### config.mk
export PLATFORM = sky130hd
export DESIGN_NAME = conv_sa3x3_stream
export DESIGN_NICKNAME = d
export VERILOG_FILES = /design/src/rtl/conv_sa3x3_stream.sv
export SDC_FILE = /design/constraint.sdc
export NUM_CORES = 1
export LEC_CHECK = 0
export CAP_MARGIN = 30
export CORE_MARGIN = 1.5
export CORE_UTILIZATION = 60
export CTS_CLUSTER_DIAMETER = 80
export DETAILED_ROUTE_END_ITERATION = 8
export PLACE_DENSITY_LB_ADDON = 0.15
export SYNTH_ARGS = -nofsm -noshare
export SYNTH_HDL_FRONTEND = slang
export SYNTH_SLANG_ARGS = --single-unit
### constraint.sdc
create_clock -name clk -period 17.81 [get_ports clk]
set_input_delay 5.343 -clock clk [delete_from_list [all_inputs] [get_ports clk]]
set_output_delay 5.343 -clock clk [all_outputs]
set_load 0.03 [all_outputs]
### src/rtl/conv_sa3x3_stream.sv
// ---------------------------------------------------------------------------
// conv_sa3x3_stream
//   3x3 convolution controller around one sa3x3 weight-stationary array and
//   two fadd8 adders. It slides a 3x3 window over an IMG_H x IMG_W map with a
//   configurable STRIDE, applies an optional ReLU, and streams each result out
//   through a valid/ready port that supports backpressure.
//
// Ports
//   clk, rst_n        clock (rising edge), asynchronous active-low reset
//   start             begin a run; only honoured in IDLE
//   relu_en           captured with an accepted start; 1 = clamp negatives to 0
//   w_flat            kernel, element (r,c) at [(r*3+c)*8 +: 8]
//   img_flat          input map, element (r,c) at [(r*IMG_W+c)*8 +: 8]
//   out_valid/ready   result handshake
//   out_data          8-bit result (mod 256)
//   out_row/out_col   output coordinates of out_data
//   busy              high whenever the controller is not in IDLE
//   done              one-cycle pulse at the end of a run
//
// Also contains the fadd8 and sa3x3 leaf modules.
// ---------------------------------------------------------------------------

// 8-bit wrap-around adder.
module fadd8 (
    input  logic [7:0] a,
    input  logic [7:0] b,
    output logic [7:0] s
);
    assign s = a + b;
endmodule

// ---------------------------------------------------------------------------
// sa3x3: 3x3 weight-stationary array.
//   weight_load shifts one kernel row in at the top, so the bottom kernel row
//   must be loaded first. Every PE in column m sees act_in(m+1). Partial sums
//   travel down the column through registers: row 2 first, then row 1. Row 0
//   is added combinationally, so the activation sequence row r+2, r+1, r
//   yields the finished column sum in the same cycle as the last activation.
//   Column m is fed m cycles after column 0. Each column output therefore
//   passes through (2-m) deskew registers, and all three column sums line up
//   in the same cycle. clear flushes those deskew registers.
// Ports: clk, rst_n, clear, weight_load, w_in1..3 (kernel row, col 0..2),
//        act_in1..3, psum_in1..3, psum_out1..3 (one per column).
// ---------------------------------------------------------------------------
module sa3x3 (
    input  logic       clk,
    input  logic       rst_n,
    input  logic       clear,
    input  logic       weight_load,
    input  logic [7:0] w_in1,
    input  logic [7:0] w_in2,
    input  logic [7:0] w_in3,
    input  logic [7:0] act_in1,
    input  logic [7:0] act_in2,
    input  logic [7:0] act_in3,
    input  logic [7:0] psum_in1,
    input  logic [7:0] psum_in2,
    input  logic [7:0] psum_in3,
    output logic [7:0] psum_out1,
    output logic [7:0] psum_out2,
    output logic [7:0] psum_out3
);
    logic [2:0][2:0][7:0] wgt;      // [pe row][column]
    logic [2:0][7:0]      w_in, act, psum_in, col_out, psum_out;

    assign w_in    = {w_in3, w_in2, w_in1};
    assign act     = {act_in3, act_in2, act_in1};
    assign psum_in = {psum_in3, psum_in2, psum_in1};

    always_ff @(posedge clk or negedge rst_n) begin
        if (!rst_n) begin
            wgt <= '0;
        end else if (weight_load) begin
            wgt[0] <= w_in;
            wgt[1] <= wgt[0];
            wgt[2] <= wgt[1];
        end
    end

    genvar m;
    generate
        for (m = 0; m < 3; m++) begin : g_col
            logic [7:0] ps2, ps1;

            always_ff @(posedge clk or negedge rst_n) begin
                if (!rst_n) begin
                    ps2 <= '0;
                    ps1 <= '0;
                end else begin
                    ps2 <= psum_in[m] + wgt[2][m] * act[m];
                    ps1 <= ps2 + wgt[1][m] * act[m];
                end
            end

            assign col_out[m] = ps1 + wgt[0][m] * act[m];

            if (m == 2) begin : g_nodly
                assign psum_out[m] = col_out[m];
            end else begin : g_dly
                localparam int D = 2 - m;
                logic [D-1:0][7:0] dly;

                always_ff @(posedge clk or negedge rst_n) begin
                    if (!rst_n) begin
                        dly <= '0;
                    end else if (clear) begin
                        dly <= '0;
                    end else begin
                        dly[0] <= col_out[m];
                        for (int k = 1; k < D; k++) dly[k] <= dly[k-1];
                    end
                end

                assign psum_out[m] = dly[D-1];
            end
        end
    endgenerate

    assign psum_out1 = psum_out[0];
    assign psum_out2 = psum_out[1];
    assign psum_out3 = psum_out[2];
endmodule

// ---------------------------------------------------------------------------
// Top level controller.
// ---------------------------------------------------------------------------
module conv_sa3x3_stream #(
    parameter int IMG_H  = 4,
    parameter int IMG_W  = 4,
    parameter int STRIDE = 1
) (
    input  logic                          clk,
    input  logic                          rst_n,
    input  logic                          start,
    input  logic                          relu_en,
    input  logic [71:0]                   w_flat,
    input  logic [IMG_H*IMG_W*8-1:0]      img_flat,
    output logic                          out_valid,
    input  logic                          out_ready,
    output logic [7:0]                    out_data,
    output logic [$clog2((IMG_H-3)/STRIDE+1):0] out_row,
    output logic [$clog2((IMG_W-3)/STRIDE+1):0] out_col,
    output logic                          busy,
    output logic                          done
);
    localparam int OH = (IMG_H-3)/STRIDE + 1;
    localparam int OW = (IMG_W-3)/STRIDE + 1;
    localparam int RW = $clog2(OH) + 1;
    localparam int CW = $clog2(OW) + 1;
    localparam int PW = $clog2(IMG_H*IMG_W*8);

    typedef enum logic [3:0] {
        IDLE, WLOAD1, WLOAD2, WLOAD3,
        FEED1, FEED2, FEED3, FEED4, FEED5,
        STALL, DRAIN, DONE
    } state_t;

    state_t          state, next;
    logic [RW-1:0]   i_cnt;
    logic [CW-1:0]   j_cnt;
    logic            relu_q, first_win;
    logic            clear, weight_load, feeding;
    logic [2:0]      feed_idx;
    logic [23:0]     wrow_bits;
    logic [2:0][7:0] acts;
    logic [7:0]      ps1, ps2, ps3, s01, sum, res;
    logic            last_win, slot_free;

    // Second result register. A window can finish while the output slot still
    // holds an unaccepted result. The new result waits here, and the controller
    // stalls until the consumer takes the slot.
    logic            held_v;
    logic [7:0]      held_data;
    logic [RW-1:0]   held_row;
    logic [CW-1:0]   held_col;

    int              r_base, c_base, t, pix;
    logic [PW-1:0]   bidx;

    assign last_win  = (i_cnt == RW'(OH-1)) && (j_cnt == CW'(OW-1));
    assign slot_free = !out_valid || out_ready;
    assign busy      = (state != IDLE);
    assign done      = (state == DONE);
    assign r_base    = int'(i_cnt) * STRIDE;
    assign c_base    = int'(j_cnt) * STRIDE;

    // State register
    always_ff @(posedge clk or negedge rst_n) begin
        if (!rst_n) state <= IDLE;
        else        state <= next;
    end

    // Next state and array controls
    always_comb begin
        next        = state;
        clear       = 1'b0;
        weight_load = 1'b0;
        feeding     = 1'b0;
        feed_idx    = 3'd0;
        wrow_bits   = '0;
        case (state)
            IDLE: begin
                clear = 1'b1;
                if (start) next = WLOAD1;
            end
            WLOAD1: begin
                weight_load = 1'b1;
                wrow_bits   = w_flat[48 +: 24];
                next        = WLOAD2;
            end
            WLOAD2: begin
                weight_load = 1'b1;
                wrow_bits   = w_flat[24 +: 24];
                next        = WLOAD3;
            end
            WLOAD3: begin
                weight_load = 1'b1;
                wrow_bits   = w_flat[0 +: 24];
                next        = FEED1;
            end
            FEED1: begin
                feeding  = 1'b1;
                feed_idx = 3'd0;
                clear    = !first_win;
                next     = FEED2;
            end
            FEED2: begin
                feeding  = 1'b1;
                feed_idx = 3'd1;
                next     = FEED3;
            end
            FEED3: begin
                feeding  = 1'b1;
                feed_idx = 3'd2;
                next     = FEED4;
            end
            FEED4: begin
                feeding  = 1'b1;
                feed_idx = 3'd3;
                next     = FEED5;
            end
            FEED5: begin
                feeding  = 1'b1;
                feed_idx = 3'd4;
                if (last_win)       next = DRAIN;
                else if (slot_free) next = FEED1;
                else                next = STALL;
            end
            STALL: begin
                clear = 1'b1;
                if (out_ready) next = FEED1;
            end
            DRAIN: begin
                if (!out_valid || (out_ready && !held_v)) next = DONE;
            end
            DONE:    next = IDLE;
            default: next = IDLE;
        endcase
    end

    // Skewed activation feed. Column m runs m cycles behind column 0 and sees
    // window rows bottom-up: r+2, r+1, r.
    always_comb begin
        acts = '0;
        t    = 0;
        pix  = 0;
        bidx = '0;
        if (feeding) begin
            for (int m = 0; m < 3; m++) begin
                t = int'(feed_idx) - m;
                if (t >= 0 && t <= 2) begin
                    pix     = (r_base + 2 - t) * IMG_W + c_base + m;
                    bidx    = PW'(pix * 8);
                    acts[m] = img_flat[bidx +: 8];
                end
            end
        end
    end

    sa3x3 u_sa (
        .clk        (clk),
        .rst_n      (rst_n),
        .clear      (clear),
        .weight_load(weight_load),
        .w_in1      (wrow_bits[7:0]),
        .w_in2      (wrow_bits[15:8]),
        .w_in3      (wrow_bits[23:16]),
        .act_in1    (acts[0]),
        .act_in2    (acts[1]),
        .act_in3    (acts[2]),
        .psum_in1   (8'd0),
        .psum_in2   (8'd0),
        .psum_in3   (8'd0),
        .psum_out1  (ps1),
        .psum_out2  (ps2),
        .psum_out3  (ps3)
    );

    fadd8 u_add0 (.a(ps1), .b(ps2), .s(s01));
    fadd8 u_add1 (.a(s01), .b(ps3), .s(sum));

    assign res = (relu_q && sum[7]) ? 8'd0 : sum;

    // Window counters and per-run flags
    always_ff @(posedge clk or negedge rst_n) begin
        if (!rst_n) begin
            i_cnt     <= '0;
            j_cnt     <= '0;
            relu_q    <= 1'b0;
            first_win <= 1'b0;
        end else if (state == IDLE && start) begin
            i_cnt     <= '0;
            j_cnt     <= '0;
            relu_q    <= relu_en;
            first_win <= 1'b1;
        end else if (state == FEED5) begin
            first_win <= 1'b0;
            if (!last_win) begin
                if (j_cnt == CW'(OW-1)) begin
                    j_cnt <= '0;
                    i_cnt <= i_cnt + 1'b1;
                end else begin
                    j_cnt <= j_cnt + 1'b1;
                end
            end
        end
    end

    // Output slot and hold register. When a load and a handshake happen on the
    // same edge, the load wins.
    always_ff @(posedge clk or negedge rst_n) begin
        if (!rst_n) begin
            out_valid <= 1'b0;
            out_data  <= '0;
            out_row   <= '0;
            out_col   <= '0;
            held_v    <= 1'b0;
            held_data <= '0;
            held_row  <= '0;
            held_col  <= '0;
        end else if (state == FEED5) begin
            if (slot_free) begin
                out_valid <= 1'b1;
                out_data  <= res;
                out_row   <= i_cnt;
                out_col   <= j_cnt;
            end else begin
                held_v    <= 1'b1;
                held_data <= res;
                held_row  <= i_cnt;
                held_col  <= j_cnt;
            end
        end else if (out_valid && out_ready) begin
            if (held_v) begin
                out_data <= held_data;
                out_row  <= held_row;
                out_col  <= held_col;
                held_v   <= 1'b0;
            end else begin
                out_valid <= 1'b0;
            end
        end
    end
endmodule

==> run_results.csv <==
group,metric,value,unit
outcome,status,"finished clean",
cells_and_area,final_cell_mix,"nand2_1, inv_1, clkdlybuf4s50_1",
routing,avgRoutedWirePerCell,19.25,um
yosys,syn_area,0.01960,mm^2
timing,hold_violations,0,
place,gp_congestion,0.9077,
setup_path,slowest_delay,0.58,ns
setup_path,slowest_stage,"xor2_2",
yosys,synthFlopType,"dfrtp_1",
cells_and_area,nets,2767,
clock_tree,cts_root_buf,"clkbuf_16",
timing,finalCriticalPeriod,11.68,ns
yosys,synthSimpleGateAreaFrac,14.19,%
grt,grt_usage,32.32,%
setup_path,cp_max_fo,17,
cells_and_area,post-route-util,71.72,%
yosys,synthDistinctLibCells,55,
yosys,synth_edf_count,0,
timing,worst_clock_skew,0.01647,ns
place,dp_hpwl,39680,um
floorplanning,start_util,61.47,%
setup_path,critPathKind,"input pin to register",
routing,drtIter0Drc,1201,
timing,period_share,65.57,%
clock_tree,hold_buffers,0,
floorplanning,row_count,65,
setup_path,ff2ff_path_depth,27,
floorplanning,core_area,0.03188,mm^2
yosys,ys_warn_count,0,
floorplanning,dieHeight,183.7,um
setup_path,r2r-end,"out_data[0]$_DFFE_PN0P_",
floorplanning,dieArea,0.03375,mm^2
cells_and_area,final_common_cell,"nand2_1",
timing,worst_pin_slew,0.9817,ns
clock_tree,cts_buffers,17,
place,io_buffers,219,
yosys,synthAdderAreaFrac,26.56,%
cells_and_area,design_area,0.02287,mm^2
clock_tree,cts.sinks,180,
floorplanning,ios,220,
clock_tree,cts_tree,"built",
yosys,async_flop_share,100.0,%
clock_tree,cts_setup_buffers,0,
yosys,synth_fp_nets,2596,
yosys,netlist_instances,2068,
worst_hold_path,hold_class,"register to register",
yosys,synth_compound_area_share,6.525,%
setup_path,r2r_start,"state[2]$_DFFE_PN0P_",
worst_hold_path,whs_path_depth,1,
cells_and_area,layout.cells.non_filler,2690,
setup_path,startpoint_type,"input pin",
clock_tree,path_clk_slew,0.07,ns
grt,grt_pass1_wl,83500,um
yosys,synthTopCellsByArea,"dfrtp_1, fa_1, mux4_2, ha_1, nand2_1",
place,dpl-instance-area,0.02220,mm^2
clock_tree,h-tree-depth,4,
yosys,synth_mux_area_share,13.17,%
worst_hold_path,hp-start,"u_sa.g_col[0].g_dly.dly[5]$_DFF_PN0_",
setup_path,end_kind,"register",
setup_path,r2r_slack,8.08,ns
yosys,avgSynthCellArea,9.477,um^2
setup_path,cpMostUsedCell,"fa_1",
floorplanning,die_w,183.7,um
routing,route.vias.total,15510,
routing,vias_per_cell,5.764,
routing,routed_wl,51790,um
cells_and_area,drive_above_1_share,8.481,%
clock_tree,cts_buffer_depth,2,
place,dp_cells,2654,
timing,fmax,0.08563,GHz
clock_tree,cts_resized,0,
timing,drv_slew,0,
timing,setup_viol,0,
worst_hold_path,min_to,"u_sa.psum_out1[5]$_DFF_PN0_",
yosys,synth_xor_area_share,7.808,%
clock_tree,clkLatencyLatePin,0.46,ns
routing,drt_first_pass_iters,5,
cells_and_area,nFillCells,2416,
cells_and_area,area_delta_synth_final,16.68,%
grt,grt_antenna_before_repair,7,
yosys,synth.ff_latch_count,180,
grt,grt-ovfl-total,0,
setup_path,crit_chain,"clkdlybuf4s50_1 -> mux4_2 -> mux4_2 -> and2_1 -> nand2_1 -> fa_1 -> inv_1 -> fa_1 -> ha_1 -> fa_1 -> inv_1 -> fa_1 -> inv_1 -> ha_1 -> a21oi_1 -> o21bai_1 -> a21oi_1 -> xnor2_1 -> xnor2_1 -> xnor2_1 -> xor2_2 -> o21ai_0",
yosys,yosysSeqAreaShare,22.98,%
yosys,synth.largest_area_cell,"dfrtp_1",
timing,relSlewSlack,34.34,%
grt,grt_max_degree,122,
setup_path,worstPathArrival,11.99,ns
grt,grt_pass1_vias,16140,
yosys,synth_top_family_by_area,"adder cells",
timing,fin_tns_setup,0,ns
setup_path,cp.required,18.12,ns
routing,remaining_drc_errors,0,
yosys,synth_top_area_share,22.98,%
run,max-cap-violations,0,
timing,rsz0062_at_grt,"no",
routing,ant_nets,0,
[state kept, by name, indices dropped and copies added, names as in the netlist]
register and cells:
held_row 2, out_row 2, u_sa.wgt 72, first_win 1
state 4, i_cnt 2, u_sa.psum_out1 8, held_v 1
u_sa.g_col.ps2 24, held_data 8, u_sa.g_col.g_dly.dly 8, out_data 8
u_sa.g_col.ps1 24, j_cnt 2, out_valid 1, relu_q 1
u_sa.psum_out2 8, out_col 2, held_col 2
[cells by family after synthesis]
kind of cell    Yosys count
flops                   180
mux                     124
buf+inv                 440
compound gates          201
simple gates            635
xor+xnor                165
fa+ha+maj               323
[how the worst max path moves through the flow]
stage                 start                       end  slack, ns  depth (start not counted)
2_1_floorplan  img_flat[88]   out_data[2]$_DFFE_PN0P_       6.55                         22
3_3_place_gp   img_flat[65]   out_data[0]$_DFFE_PN0P_       5.77                         22
3_5_place_dp   img_flat[65]   out_data[0]$_DFFE_PN0P_       5.61                         22
4_1_cts        img_flat[65]   out_data[0]$_DFFE_PN0P_       6.08                         22
5_1_grt         img_flat[8]  held_data[2]$_DFFE_PN0P_       5.76                         26
6_report       img_flat[65]   out_data[0]$_DFFE_PN0P_       6.13                         22
[through the flow]
| step | setup WS, ns | hold slack (ns) |
|---|---|---|
| 2_1_floorplan | 6.552 | 0.4385 |
| 3_3_place_gp | 5.767 | 0.4474 |
| 3_5_place_dp | 5.609 | 0.4493 |
| 4_1_cts | 6.079 | 0.4675 |
| 5_1_grt | 5.763 | 0.4905 |
| 6_report | 6.131 | 0.4675 |
[final cells by class]
class                      instances  area, um^2  share of cell area [%]
tap                              435       544.3                   2.380
antenna                            3       7.507                 0.03283
inverter                         345        1295                   5.663
clock inverter                    13       198.9                  0.8700
sequential                       180        4509                   19.72
timing repair buffer             247        2426                   10.61
multi-input combinational       1448       13450                   58.83
clock buffer                      19       432.9                   1.893
[Yosys cell counts (3+ instances only)]
cell type,count
a211oi_1,18
a21o_1,20
a21oi_1,78
a221o_1,6
a221oi_1,18
a31oi_1,3
and2_1,55
and3_1,36
buf_1,6
buf_2,15
buf_4,8
clkbuf_1,63
dfrtp_1,180
fa_1,155
ha_1,168
inv_1,343
mux2i_1,16
mux4_2,107
nand2_1,361
nand3_1,4
nand3b_1,3
nor2_1,115
nor2b_1,31
nor3_1,19
o21ai_0,33
o21ai_1,4
o22ai_1,3
o311ai_0,3
o31ai_1,3
xnor2_1,138
xnor3_1,4
xor2_1,20
[layer usage]
| layer | GRT usage (%) | part of all wire [%] |
|---|---|---|
| met3 | 6.775 | 8.3 |
| met4 | 13.97 | 4.2 |
| met2 | 53.26 | 48 |
| met1 | 41.44 | 39 |
| met5 | 0 | 0.025 |
[worst max-delay path: cells and delay by family]
| family | cells | cell delay [ns] |
|---|---|---|
| XOR/XNOR | 4 | 1.06 |
| buffers and inverters | 4 | 0.65 |
| AND/OR/NAND/NOR | 2 | 0.63 |
| multiplexers | 2 | 1.04 |
| AO/OA/AOI/OAI | 4 | 0.68 |
| adder cells (fa/ha/maj) | 6 | 2.58 |
Power is left out: the tool's default activity adds up to more than one toggle a clock period on the data nets, which glitch-free logic cannot reach.
